<file path="src/rtl/display_driver_bcm_if.sv">
// Bundle of the frame-memory fetch signals and HUB75 panel pins for display_driver_bcm.
//   row, column     fetch address (row/column being shifted)
//   pixel           {R8,G8,B8} per segment, returned one clk after the address
//   rgb             plane bit per segment, segment 0 in the LSBs
//   panel_row       panel address lines (row being displayed)
//   oe, lat, oclk   output enable (active high), latch strobe, shift clock
//   frame_complete  one-clk pulse once every pixel of the frame has been read
// master: the driver; slave: memory/panel side.
interface display_driver_bcm_if #(
  parameter int unsigned SEGMENTS = 2,
  parameter int unsigned ROWS     = 16,
  parameter int unsigned COLUMNS  = 64
);
  localparam int unsigned ROW_W = (ROWS > 1) ? $clog2(ROWS) : 1;
  localparam int unsigned COL_W = (COLUMNS > 1) ? $clog2(COLUMNS) : 1;

  logic [ROW_W-1:0]        row;
  logic [COL_W-1:0]        column;
  logic [24*SEGMENTS-1:0]  pixel;
  logic [3*SEGMENTS-1:0]   rgb;
  logic [ROW_W-1:0]        panel_row;
  logic                    oe;
  logic                    lat;
  logic                    oclk;
  logic                    frame_complete;

  modport master (
    output row, column, rgb, panel_row, oe, lat, oclk, frame_complete,
    input  pixel
  );

  modport slave (
    input  row, column, rgb, panel_row, oe, lat, oclk, frame_complete,
    output pixel
  );
endinterface

</file>
<file path="src/rtl/display_driver_bcm.sv">
// HUB75 panel driver using binary-coded modulation. Plane N+1 of a row is
// shifted while plane N is displayed with an on-time of LSB_CYCLES<<N clk.
// Ports:
//   clk, rst_n   clock, asynchronous active-low reset
//   brightness   (only with DISPLAY_DRIVER_BRIGHTNESS_EN) scales on-time by (brightness+1)/256
//   bus          display_driver_bcm_if.master: fetch address/pixel and panel pins
// Optional feature macro: DISPLAY_DRIVER_BRIGHTNESS_EN.
module display_driver_bcm #(
  parameter int unsigned SEGMENTS   = 2,
  parameter int unsigned ROWS       = 16,
  parameter int unsigned COLUMNS    = 64,
  parameter int unsigned BITWIDTH   = 8,
  parameter int unsigned LSB_CYCLES = 4
) (
  input  logic                  clk,
  input  logic                  rst_n,
`ifdef DISPLAY_DRIVER_BRIGHTNESS_EN
  input  logic [7:0]            brightness,
`endif
  display_driver_bcm_if.master  bus
);
  localparam int unsigned ROW_W      = (ROWS > 1) ? $clog2(ROWS) : 1;
  localparam int unsigned COL_W      = (COLUMNS > 1) ? $clog2(COLUMNS) : 1;
  localparam int unsigned PL_W       = (BITWIDTH > 1) ? $clog2(BITWIDTH) : 1;
  localparam int unsigned SHIFT_LAST = 2 * COLUMNS + 1;
  localparam int unsigned SC_W       = $clog2(SHIFT_LAST + 1);
  localparam int unsigned ON_MAX     = LSB_CYCLES << (BITWIDTH - 1);
  localparam int unsigned ON_W       = $clog2(ON_MAX + 1);
  localparam int unsigned BIT_BASE   = 8 - BITWIDTH;

  typedef enum logic [1:0] {
    ST_SHIFT = 2'd0,
    ST_WAIT  = 2'd1,
    ST_BLANK = 2'd2,
    ST_LATCH = 2'd3
  } state_t;

  state_t                 state_q, state_n;
  logic [SC_W-1:0]        sc_q, sc_n;
  logic [ROW_W-1:0]       row_q, row_n;
  logic [COL_W-1:0]       column_q, column_n;
  logic [PL_W-1:0]        plane_q, plane_n;
  logic [ROW_W-1:0]       panel_row_q, panel_row_n;
  logic [ON_W-1:0]        on_q, on_n;
  logic [3*SEGMENTS-1:0]  rgb_q, rgb_n;
  logic                   oe_q, oe_n;
  logic                   lat_q, lat_n;
  logic                   oclk_q, oclk_n;
  logic                   fc_q, fc_n;

  logic [2:0]             bit_idx_c;
  logic [3*SEGMENTS-1:0]  plane_rgb_c;
  logic [ON_W-1:0]        on_base_c;
  logic [ON_W-1:0]        on_load_c;

  // Channel bit carried by the plane currently being shifted
  assign bit_idx_c = 3'(BIT_BASE) + 3'(plane_q);

  // Select the plane bit of every colour channel of every segment
  always_comb begin
    logic [23:0] seg;
    logic [7:0]  r_ch, g_ch, b_ch;
    seg         = '0;
    r_ch        = '0;
    g_ch        = '0;
    b_ch        = '0;
    plane_rgb_c = '0;
    for (int s = 0; s < int'(SEGMENTS); s++) begin
      seg  = bus.pixel[24*s +: 24];
      r_ch = seg[23:16];
      g_ch = seg[15:8];
      b_ch = seg[7:0];
      plane_rgb_c[3*s +: 3] = {r_ch[bit_idx_c], g_ch[bit_idx_c], b_ch[bit_idx_c]};
    end
  end

  // On-time of the plane about to be latched
  assign on_base_c = ON_W'(LSB_CYCLES << plane_q);

`ifdef DISPLAY_DRIVER_BRIGHTNESS_EN
  localparam int unsigned PROD_W = ON_W + 9;
  logic [PROD_W-1:0] on_prod_c;
  assign on_prod_c = PROD_W'(on_base_c) * PROD_W'({1'b0, brightness} + 9'd1);
  assign on_load_c = ON_W'(on_prod_c >> 8);
`else
  assign on_load_c = on_base_c;
`endif

  // Next-state and next-output logic
  always_comb begin
    state_n     = state_q;
    sc_n        = sc_q;
    row_n       = row_q;
    plane_n     = plane_q;
    panel_row_n = panel_row_q;
    on_n        = (on_q != '0) ? on_q - ON_W'(1) : '0;
    oe_n        = (on_q > ON_W'(1));
    lat_n       = 1'b0;
    oclk_n      = 1'b0;
    fc_n        = 1'b0;
    rgb_n       = rgb_q;

    unique case (state_q)
      ST_SHIFT: begin
        // Pixel of column c is present on odd counts 2c+1; rgb changes with oclk low
        if (sc_q[0] && (sc_q < SC_W'(2 * COLUMNS))) begin
          rgb_n = plane_rgb_c;
        end
        oclk_n = !sc_q[0] && (sc_q >= SC_W'(2)) && (sc_q <= SC_W'(2 * COLUMNS));
        if (sc_q == SC_W'(SHIFT_LAST)) begin
          sc_n    = '0;
          fc_n    = (row_q == ROW_W'(ROWS - 1)) && (plane_q == PL_W'(BITWIDTH - 1));
          state_n = (on_q > ON_W'(1)) ? ST_WAIT : ST_BLANK;
        end else begin
          sc_n = sc_q + SC_W'(1);
        end
      end
      ST_WAIT: begin
        if (on_q <= ON_W'(1)) begin
          state_n = ST_BLANK;
        end
      end
      ST_BLANK: begin
        state_n = ST_LATCH;
        lat_n   = 1'b1;
      end
      ST_LATCH: begin
        // Shifted plane becomes the displayed one; advance to the next plane/row
        state_n     = ST_SHIFT;
        panel_row_n = row_q;
        on_n        = on_load_c;
        oe_n        = (on_load_c != '0);
        if (plane_q == PL_W'(BITWIDTH - 1)) begin
          plane_n = '0;
          row_n   = row_q + ROW_W'(1);
        end else begin
          plane_n = plane_q + PL_W'(1);
        end
      end
      default: state_n = ST_SHIFT;
    endcase
  end

  // Column follows the shift count; it wraps to 0 once the last column is issued
  assign column_n = COL_W'(sc_n >> 1);

  // State and output registers
  always_ff @(posedge clk or negedge rst_n) begin
    if (!rst_n) begin
      state_q     <= ST_SHIFT;
      sc_q        <= '0;
      row_q       <= '0;
      column_q    <= '0;
      plane_q     <= '0;
      panel_row_q <= '0;
      on_q        <= '0;
      rgb_q       <= '0;
      oe_q        <= 1'b0;
      lat_q       <= 1'b0;
      oclk_q      <= 1'b0;
      fc_q        <= 1'b0;
    end else begin
      state_q     <= state_n;
      sc_q        <= sc_n;
      row_q       <= row_n;
      column_q    <= column_n;
      plane_q     <= plane_n;
      panel_row_q <= panel_row_n;
      on_q        <= on_n;
      rgb_q       <= rgb_n;
      oe_q        <= oe_n;
      lat_q       <= lat_n;
      oclk_q      <= oclk_n;
      fc_q        <= fc_n;
    end
  end

  assign bus.row            = row_q;
  assign bus.column         = column_q;
  assign bus.rgb            = rgb_q;
  assign bus.panel_row      = panel_row_q;
  assign bus.oe             = oe_q;
  assign bus.lat            = lat_q;
  assign bus.oclk           = oclk_q;
  assign bus.frame_complete = fc_q;
endmodule

</file>
<file path="src/flat_wrapper.sv">
// flat-port wrapper written by rule: the top's interface ports become plain ports
module display_driver_bcm_flat 
#(
  parameter int unsigned SEGMENTS   = 2,
  parameter int unsigned ROWS       = 16,
  parameter int unsigned COLUMNS    = 64,
  parameter int unsigned BITWIDTH   = 8,
  parameter int unsigned LSB_CYCLES = 4
)
  (clk, rst_n, bus_row, bus_column, bus_rgb, bus_panel_row, bus_oe, bus_lat, bus_oclk, bus_frame_complete, bus_pixel);
  display_driver_bcm_if #(.SEGMENTS(SEGMENTS), .ROWS(ROWS), .COLUMNS(COLUMNS)) bus_i ();
  input  logic clk;
  input  logic rst_n;
  output wire logic [$bits(bus_i.row)-1:0] bus_row;
  output wire logic [$bits(bus_i.column)-1:0] bus_column;
  output wire logic [$bits(bus_i.rgb)-1:0] bus_rgb;
  output wire logic [$bits(bus_i.panel_row)-1:0] bus_panel_row;
  output wire logic [$bits(bus_i.oe)-1:0] bus_oe;
  output wire logic [$bits(bus_i.lat)-1:0] bus_lat;
  output wire logic [$bits(bus_i.oclk)-1:0] bus_oclk;
  output wire logic [$bits(bus_i.frame_complete)-1:0] bus_frame_complete;
  input wire logic [$bits(bus_i.pixel)-1:0] bus_pixel;
  assign bus_row = bus_i.row;
  assign bus_column = bus_i.column;
  assign bus_rgb = bus_i.rgb;
  assign bus_panel_row = bus_i.panel_row;
  assign bus_oe = bus_i.oe;
  assign bus_lat = bus_i.lat;
  assign bus_oclk = bus_i.oclk;
  assign bus_frame_complete = bus_i.frame_complete;
  assign bus_i.pixel = bus_pixel;
  display_driver_bcm #(.SEGMENTS(SEGMENTS), .ROWS(ROWS), .COLUMNS(COLUMNS), .BITWIDTH(BITWIDTH), .LSB_CYCLES(LSB_CYCLES)) u_core (.clk(clk), .rst_n(rst_n), .bus(bus_i));
endmodule
</file>
<file path="config.mk">
export PLATFORM = sky130hd
export DESIGN_NAME = display_driver_bcm_flat
export DESIGN_NICKNAME = d
export VERILOG_FILES = /design/src/rtl/display_driver_bcm_if.sv /design/src/rtl/display_driver_bcm.sv /design/src/flat_wrapper.sv
export SDC_FILE = /design/constraint.sdc
export NUM_CORES = 1
export LEC_CHECK = 0
export CAP_MARGIN = 20
export CORE_AREA = 3 3 87 64
export DETAILED_ROUTE_END_ITERATION = 10
export DIE_AREA = 0 0 90 67
export HOLD_SLACK_MARGIN = 0.03
export PLACE_DENSITY = 0.92
export SLEW_MARGIN = 25
export SYNTH_ARGS = -nofsm -noshare
export SYNTH_HDL_FRONTEND = slang
export SYNTH_SLANG_ARGS = --single-unit
</file>
<file path="constraint.sdc">
create_clock -name clk -period 5.3 [get_ports clk]
set_input_delay 0.795 -clock clk [delete_from_list [all_inputs] [get_ports clk]]
set_output_delay 0.795 -clock clk [all_outputs]
set_load 0.03 [all_outputs]
</file>
Word level (Yosys, flattened, before mapping) --
Index checks and enable logic that the tools add are counted.
Storage, ports and cells: flip-flop bits (word level) 41, bits of input ports 50
Cells by class: equal/unequal tests 8, shifts and indexed selects 1, reduce and logical (&&, ||, !) cells 11, multiplexer cells 26, order comparisons 6, $add $sub $neg 4
Operators by type and width (number):
- $mux W10 | 2
- $reduce_bool A10 Y1 | 2
- $bmux W1 S3 | 6
- $mux W1 | 11
- $gt A10 B1 Y1 const B | 1
- $le A10 B1 Y1 const B | 1
- $shl A3 B3 Y10 const A | 1
- $sub A10 B1 Y10 const B | 1
- $add A8 B1 Y8 const B | 1
- $eq A8 B8 Y1 const B | 1
- $ge A8 B2 Y1 const B | 1
- $le A8 B8 Y1 const B | 1
- $lt A8 B8 Y1 const B | 1
- $mux W8 | 1
- $pmux W2 S4 | 1
- $mux W7 | 1
- $mux W2 | 3
- $reduce_and A2 Y1 | 3
- $add A4 B1 Y4 const B | 1
- $eq A2 B2 Y1 const B | 2
- $eq A4 B4 Y1 const B | 1
- $logic_and A1 B1 Y1 | 4
- $lt A3 B4 Y1 const B | 1
- $ne A2 B1 Y1 const B | 2
- 6 further kinds | 6

Depth between registers and ports, before layout --
Gate-level depths: netlist of run 1.
word-level depth 4, gate-level depth with buffers 7

Least setup slack after synthesis of run 1 --
OpenSTA, ideal clock, no wires.
kind reg-to-reg, start point register u_core.on_q[3], end point register u_core.state_q[0], library setup time 0.111 ns, path buffers 1, setup slack 3.137 ns, arrival 2.052 ns, stages on the path, launching flop included 6, cell sequence dfrtp_1 > or4_1 > buf_2 > or4_4 > and3_4 > a2111oi_2
On the way: cells in the longest elaborated chain, start to end 4, elaborated cells on any way between the ends 7, classes of those cells order compare (2); eq/ne (1); mux (3); reduce/logical (1)
Ends and longest elaborated chain:
- start: declaration | line display_driver_bcm.sv:44 | logic [ON_W-1:0] on_q, on_n;
- start signal: assignment | line display_driver_bcm.sv:169 | on_q <= on_n;
- $gt A10 B1 Y1 | line display_driver_bcm.sv:113 | state_n = (on_q > ON_W'(1)) ? ST_WAIT : ST_BLANK;
- $mux W2 | line display_driver_bcm.sv:113
- $mux W2 | line display_driver_bcm.sv:110 | if (sc_q == SC_W'(SHIFT_LAST)) begin
- $pmux W2 S4 | line display_driver_bcm.sv:103 | unique case (state_q)
- end signal: assignment | line display_driver_bcm.sv:163 | state_q <= state_n;
- end: declaration | line display_driver_bcm.sv:38 | state_t state_q, state_n;
Several ways; a longest one is shown, not always the timed one. The select of a mux whose other input is x is not followed. A chain may end at the register's enable or synchronous reset.

Worst setup path in the final report of run 1 --
Ends and elaborated chain as after synthesis.

==> results of run 1 <==
==> cell families after synthesis <==
group                      Yosys count  synth area share
and+or+nand+nor                     63            0.1329
xor gates and xnor gates            15           0.05514
DFF                                 41            0.4307
buffers and inverters               29           0.05619
adders and majority gates           17           0.08928
muxes                               24            0.1665
AOI/OAI and AO/OA                   28           0.06933
==> synth_stat cells (5+ instances only) <==
master	number	share of area
buf_4	6	0.019
nand3_1	10	0.021
dfrtp_1	41	0.43
xnor2_1	11	0.040
nor2_1	13	0.020
inv_1	14	0.022
o21ai_0	19	0.040
nor3_1	9	0.019
nand2_1	14	0.022
mux2i_1	7	0.029
mux2_2	5	0.024
mux4_2	12	0.11
ha_1	17	0.089
==> where the power goes <==
| group | leakage (nW) | switching, mW | internal [mW] |
|---|---|---|---|
| clock | 0.0512 | 0.111 | 0.106 |
| combinational | 0.858 | 0.0182 | 0.0417 |
| sequential | 0.540 | 0.00145 | 0.315 |
| total | 1.45 | 0.131 | 0.462 |
==> layout make-up <==
| type | instances | area (um2) | share of cell area |
|---|---|---|---|
| multi-input cells | 147 | 1230 | 0.3819 |
| inverters | 15 | 56.30 | 0.01748 |
| clock buffers | 6 | 82.58 | 0.02564 |
| repair buffers | 73 | 725.7 | 0.2253 |
| flip-flops and latches | 41 | 1026 | 0.3186 |
| clock inverters | 2 | 13.76 | 0.004274 |
| well taps | 69 | 86.33 | 0.02681 |
==> routing by layer <==
layer  global-route usage  up-vias
li1                     -      895
met1               0.2273      893
met2               0.2856       58
met3              0.03499        8
met4              0.05534        0
met5                    0        -
==> worst min-delay path by stage <==
stage	from	endpoint	slack, ns
floorplan	u_core.on_q[0]	u_core.on_q[0]	0.45
global placement	u_core.on_q[0]	u_core.on_q[0]	0.47
detailed placement	u_core.on_q[0]	u_core.on_q[0]	0.48
CTS	u_core.on_q[0]	u_core.on_q[0]	0.49
global route	u_core.bus.rgb[5]	u_core.bus.rgb[5]	0.52
finish	u_core.on_q[0]	u_core.on_q[0]	0.50
==> sequential cells by signal, summed over array words and instances, names as in the netlist <==
signal,flops
u_core.bus.oclk,1
u_core.bus.frame_complete,1
u_core.sc_q,2
u_core.bus.oe,1
u_core.bus.rgb,6
u_core.bus.row,4
u_core.state_q,2
u_core.bus.panel_row,4
u_core.bus.lat,1
u_core.plane_q,3
u_core.bus.column,6
u_core.on_q,10
==> per-stage QoR <==
step / hold WS [ns] / total power, mW / utilization / setup WS, ns / instances
global placement: 0.4664 / 0.3821 / 0.6518 / 2.892 / 345
CTS: 0.4916 / 0.5988 / 0.6735 / 3.026 / 353
finish: 0.4967 / 0.5930 / 0.6735 / 3.031 / 353
global route: 0.5165 / 0.6116 / 0.6735 / 2.973 / 353
floorplan: 0.4461 / 0.3360 / - / 3.137 / 217
detailed placement: 0.4808 / 0.3835 / 0.6533 / 3.039 / 345
==> cell usage in the layout, fill, tap and decap left out, types with 2 or more instances in the layout <==
master / count
a21oi_1: 4
clkbuf_8: 6
clkdlybuf4s50_1: 72
dfrtp_1: 41
ha_1: 17
inv_1: 14
mux2_2: 5
mux2i_1: 7
mux4_2: 12
nand2_1: 14
nand3_1: 10
nand4_1: 4
nor2_1: 13
nor3_1: 9
nor4_1: 2
o21ai_0: 19
or3_1: 4
xnor2_1: 11
xor2_1: 4
==> impl_metrics.env, run 1 <==
export IMPL_grt_usage=0.1716
export IMPL_synthArstFlopShare=1.000
export IMPL_grt_pass1_vias=1847
export IMPL_critical_path_slowest_cell="or4_1"
export IMPL_synth_seq_cells=41
export IMPL_max_slew_margin=0.4128
export IMPL_power_density_mw_per_mm2=184.1
export IMPL_nNetsFinal=350
export IMPL_crit_path_max_fanout=6
export IMPL_hold_depth=1
export IMPL_crit_required_ns=5.49
export IMPL_cts_root_buf="clkbuf_8"
export IMPL_ys_flop_type="dfrtp_1"
export IMPL_setup_viol=0
export IMPL_syn_nets=284
export IMPL_m1WireLength_um=2259
export IMPL_synth_edf_count=0
export IMPL_hp_class="reg -> reg"
export IMPL_arrival_ns=2.46
export IMPL_viasPerCell=5.252
export IMPL_antenna_found_initial=0
export IMPL_vias=1854
export IMPL_critical_path_startpoint_type="register"
export IMPL_wirelength_um=4912
export IMPL_cp_endpoint="u_core.state_q[0]"
export IMPL_clk_pin_slew_ns=0.08
export IMPL_gp_congestion=0.8404
export IMPL_crit_path_start="u_core.on_q[3]"
export IMPL_yosys_warnings=0
export IMPL_route_met3_wl_um=264
export IMPL_ir_worst_vdd_v=0.00009367
export IMPL_io_pins=74
export IMPL_cp_end_kind="register"
export IMPL_top_layer="met4"
export IMPL_avgSynthCellArea_um2=10.98
export IMPL_fin_tns_setup_ns=0
export IMPL_hold_buffers=0
export IMPL_area_growth_pct=35.19
export IMPL_r2r_cells=4
export IMPL_overflow=0
export IMPL_cp_slowest_stage_delay_ns=0.66
export IMPL_post_route_cell_area_mm2=0.003221
export IMPL_cts_buffers=5
export IMPL_wl_met2_um=2324
export IMPL_grt_max_degree=42
export IMPL_diodes=0
export IMPL_first_pass_iters=4
export IMPL_ant_nets=0
export IMPL_post_route_min_period_ns=2.269
export IMPL_synth_cell_types=34
export IMPL_cts_sinks=41
export IMPL_initial_core_util=0.4982
export IMPL_fillers=361
export IMPL_leakagePower_nw=1.449
export IMPL_core_region_area_mm2=0.004782
export IMPL_status="finished clean"
export IMPL_fin_skew_ns=0.01358
export IMPL_worstMarginPinSlew_ns=0.8808
export IMPL_cp_depth=4
export IMPL_fmax_mhz=440.8
export IMPL_critPathBufInv=0
export IMPL_ff2ff_setup_slack_ns=3.03
export IMPL_fp_row_count=21
export IMPL_die_w_um=90
export IMPL_crit_chain="or4_1, or4_4, and3_4, a2111oi_2"
export IMPL_syn_inst=217
export IMPL_cts_htree_levels=2
export IMPL_ctsResizeCount=0
export IMPL_drcViolationCount=0
export IMPL_worstReg2RegEnd="u_core.state_q[0]"
export IMPL_tritoncts="yes"
export IMPL_clkLatencyLatePin_ns=0.30
export IMPL_r2r_start="u_core.on_q[3]"
export IMPL_post_cts_buffers=0
export IMPL_finalHoldViolations=0
export IMPL_grt_setup_unrepaired="no"
export IMPL_placed_area_mm2=0.003124
export IMPL_grt_pass1_wl_um=8266
export IMPL_cap_violations=0
export IMPL_slew_viol_final=0
export IMPL_post_route_period_util=0.4280
export IMPL_worstSetupPathType="reg -> reg"
export IMPL_fp_dieArea_mm2=0.006030
export IMPL_wire_per_inst_um=13.92
export IMPL_drive_gt1_frac=0.1127
export IMPL_die_h_um=67
export IMPL_drt_iter0_markers=97
export IMPL_dpl_hpwl_um=3864
export IMPL_port_buffers=73
export IMPL_cpLargestDelayFamily="simple AND/OR/NAND/NOR gates"
export IMPL_clk_path_buf_depth=2
export IMPL_syn_area_mm2=0.002382
export IMPL_yosysSeqAreaShare=0.4307
Note: power is estimated with default switching activity, not from simulation.
==> run 2: changes to the inputs <==
CORE_AREA = 3 3 90 66   (was 3 3 87 64)
DIE_AREA = 0 0 93 69   (was 0 0 90 67)
PLACE_DENSITY = 0.88   (was 0.92)
clock period = 2.3 ns   (was 5.3 ns; I/O delays follow)
==> impl_metrics.env, run 2 (synthesis results as in run 1) <==
export IMPL_status="finished clean"
export IMPL_fin_skew_ns=0.01104
export IMPL_ctsResizeCount=0
export IMPL_gp_congestion=0.8410
export IMPL_drive_gt1_frac=0.1241
export IMPL_crit_required_ns=2.50
export IMPL_cts_buffers=5
export IMPL_grt_max_degree=42
export IMPL_cp_end_kind="register"
export IMPL_area_growth_pct=37.76
export IMPL_setup_viol=0
export IMPL_viasPerCell=5.210
export IMPL_fp_dieArea_mm2=0.006417
export IMPL_ant_nets=0
export IMPL_max_slew_margin=0.4137
export IMPL_finalHoldViolations=0
export IMPL_grt_setup_unrepaired="no"
export IMPL_cap_violations=0
export IMPL_leakagePower_nw=1.486
export IMPL_die_h_um=69
export IMPL_internal_power_mw=1.176
export IMPL_worstSetupPathType="reg -> reg"
export IMPL_r2r_cells=4
export IMPL_fmax_mhz=466.7
export IMPL_worstMarginPinSlew_ns=0.8794
export IMPL_post_route_min_period_ns=2.143
export IMPL_top_register="u_core.on_q"
export IMPL_fp_row_count=22
export IMPL_cts_root_buf="clkbuf_8"
export IMPL_first_pass_iters=4
export IMPL_critPathBufInv=0
export IMPL_cp_slowest_stage_delay_ns=0.56
export IMPL_overflow=0
export IMPL_sw_frac_of_total=0.1987
export IMPL_power_net_switching_mw=0.2916
export IMPL_clk_path_buf_depth=2
export IMPL_vias=1886
export IMPL_drt_iter0_markers=67
export IMPL_combPwrFrac=0.095
export IMPL_mostFrequentLayoutCells="clkdlybuf4s50_1 (72), dfrtp_1 (41), o21ai_0 (19)"
export IMPL_dpl_hpwl_um=4315
export IMPL_arrival_ns=2.34
export IMPL_port_buffers=73
export IMPL_cpLargestDelayFamily="simple AND/OR/NAND/NOR gates"
export IMPL_crit_path_max_fanout=5
export IMPL_io_pins=74
export IMPL_seqPwrFrac=0.497
export IMPL_grt_usage=0.1856
export IMPL_fin_tns_setup_ns=0
export IMPL_fin_hold_ws_ns=0.1567
export IMPL_clk_pin_slew_ns=0.08
export IMPL_post_route_period_util=0.9316
export IMPL_post_cts_buffers=0
export IMPL_core_region_area_mm2=0.005175
export IMPL_grt_pass1_wl_um=9356
export IMPL_critical_path_slowest_cell="or4_4"
export IMPL_tritoncts="yes"
export IMPL_largest_reg_flops=10
export IMPL_clkPwrFrac=0.408
export IMPL_grt_pass1_vias=1940
export IMPL_nNetsFinal=356
export IMPL_cts_sinks=41
export IMPL_initial_core_util=0.4603
export IMPL_power_density_mw_per_mm2=447.1
export IMPL_final_common_cell="clkdlybuf4s50_1"
export IMPL_clkLatencyLatePin_ns=0.30
export IMPL_drcViolationCount=0
export IMPL_die_w_um=93
export IMPL_hold_buffers=0
export IMPL_antenna_found_initial=0
export IMPL_crit_chain="or4_1, or4_4, and3_4, a2111oi_2"
export IMPL_wirelength_um=5481
export IMPL_critical_path_startpoint_type="register"
export IMPL_hp_class="in -> async"
export IMPL_slew_viol_final=0
export IMPL_cp_depth=4
export IMPL_ir_worst_vdd_v=0.0002123
export IMPL_diodes=0
export IMPL_wire_per_inst_um=15.14
export IMPL_cts_htree_levels=2
==> run 2: metrics by stage <==
step	instances	total power [mW]	worst slack, ns	area (um2)	utilization
floorplan	217	0.7743	0.1367	2382	-
global placement	354	0.8819	0.2061	3166	0.6117
detailed placement	354	0.8846	0.1508	3166	0.6117
CTS	362	1.481	0.1403	3282	0.6342
global route	362	1.525	0.03640	3282	0.6342
finish	362	1.467	0.1573	3282	0.6342
==> run 2: final timing paths <==
kind / from / to / slack (ns)
setup / recovery: u_core.on_q[2] / u_core.state_q[0] / 0.16
hold / removal: rst_n / u_core.bus.lat / 0.16
setup reg to reg: u_core.on_q[2] / u_core.state_q[0] / 0.16
hold reg to reg: u_core.bus.rgb[5] / u_core.bus.rgb[5] / 0.49
max in group asynchronous: rst_n / u_core.on_q[1] / 1.58
min in group clk: u_core.bus.rgb[5] / u_core.bus.rgb[5] / 0.49
==> run 2: layout make-up <==
class	instances	area [um2]
fill	428	1893
clock inverter	1	30.03
inverter	15	56.30
multi-input combinational	147	1222
timing repair buffer	79	770.7
tap	72	90.09
clock buffer	7	86.33
sequential	41	1026
==> run 2: power groups by stage <==
| stage | clock, mW | combinational, mW | sequential (mW) |
|---|---|---|---|
| 5_1_grt | 0.645 | 0.150 | 0.730 |
| 3_5_place_dp | 0 | 0.141 | 0.743 |
| 4_1_cts | 0.610 | 0.142 | 0.729 |
| 6_report | 0.598 | 0.140 | 0.729 |
| 3_3_place_gp | 0 | 0.139 | 0.743 |
| 2_1_floorplan | 0 | 0.0206 | 0.754 |
==> run 2: per-layer routing <==
metal	vias to the layer above	GRT usage	part of all wire
li1	910	-	-
met1	924	0.2428	0.44
met2	45	0.3001	0.49
met3	7	0.04798	0.053
met4	0	0.06179	0.014
met5	-	0	0
==> run 3: changes to the inputs <==
SLEW_MARGIN = unset   (was 25)
==> results of run 3 <==
Same layout as run 2: the final DEF is identical, and so are final timing and power.
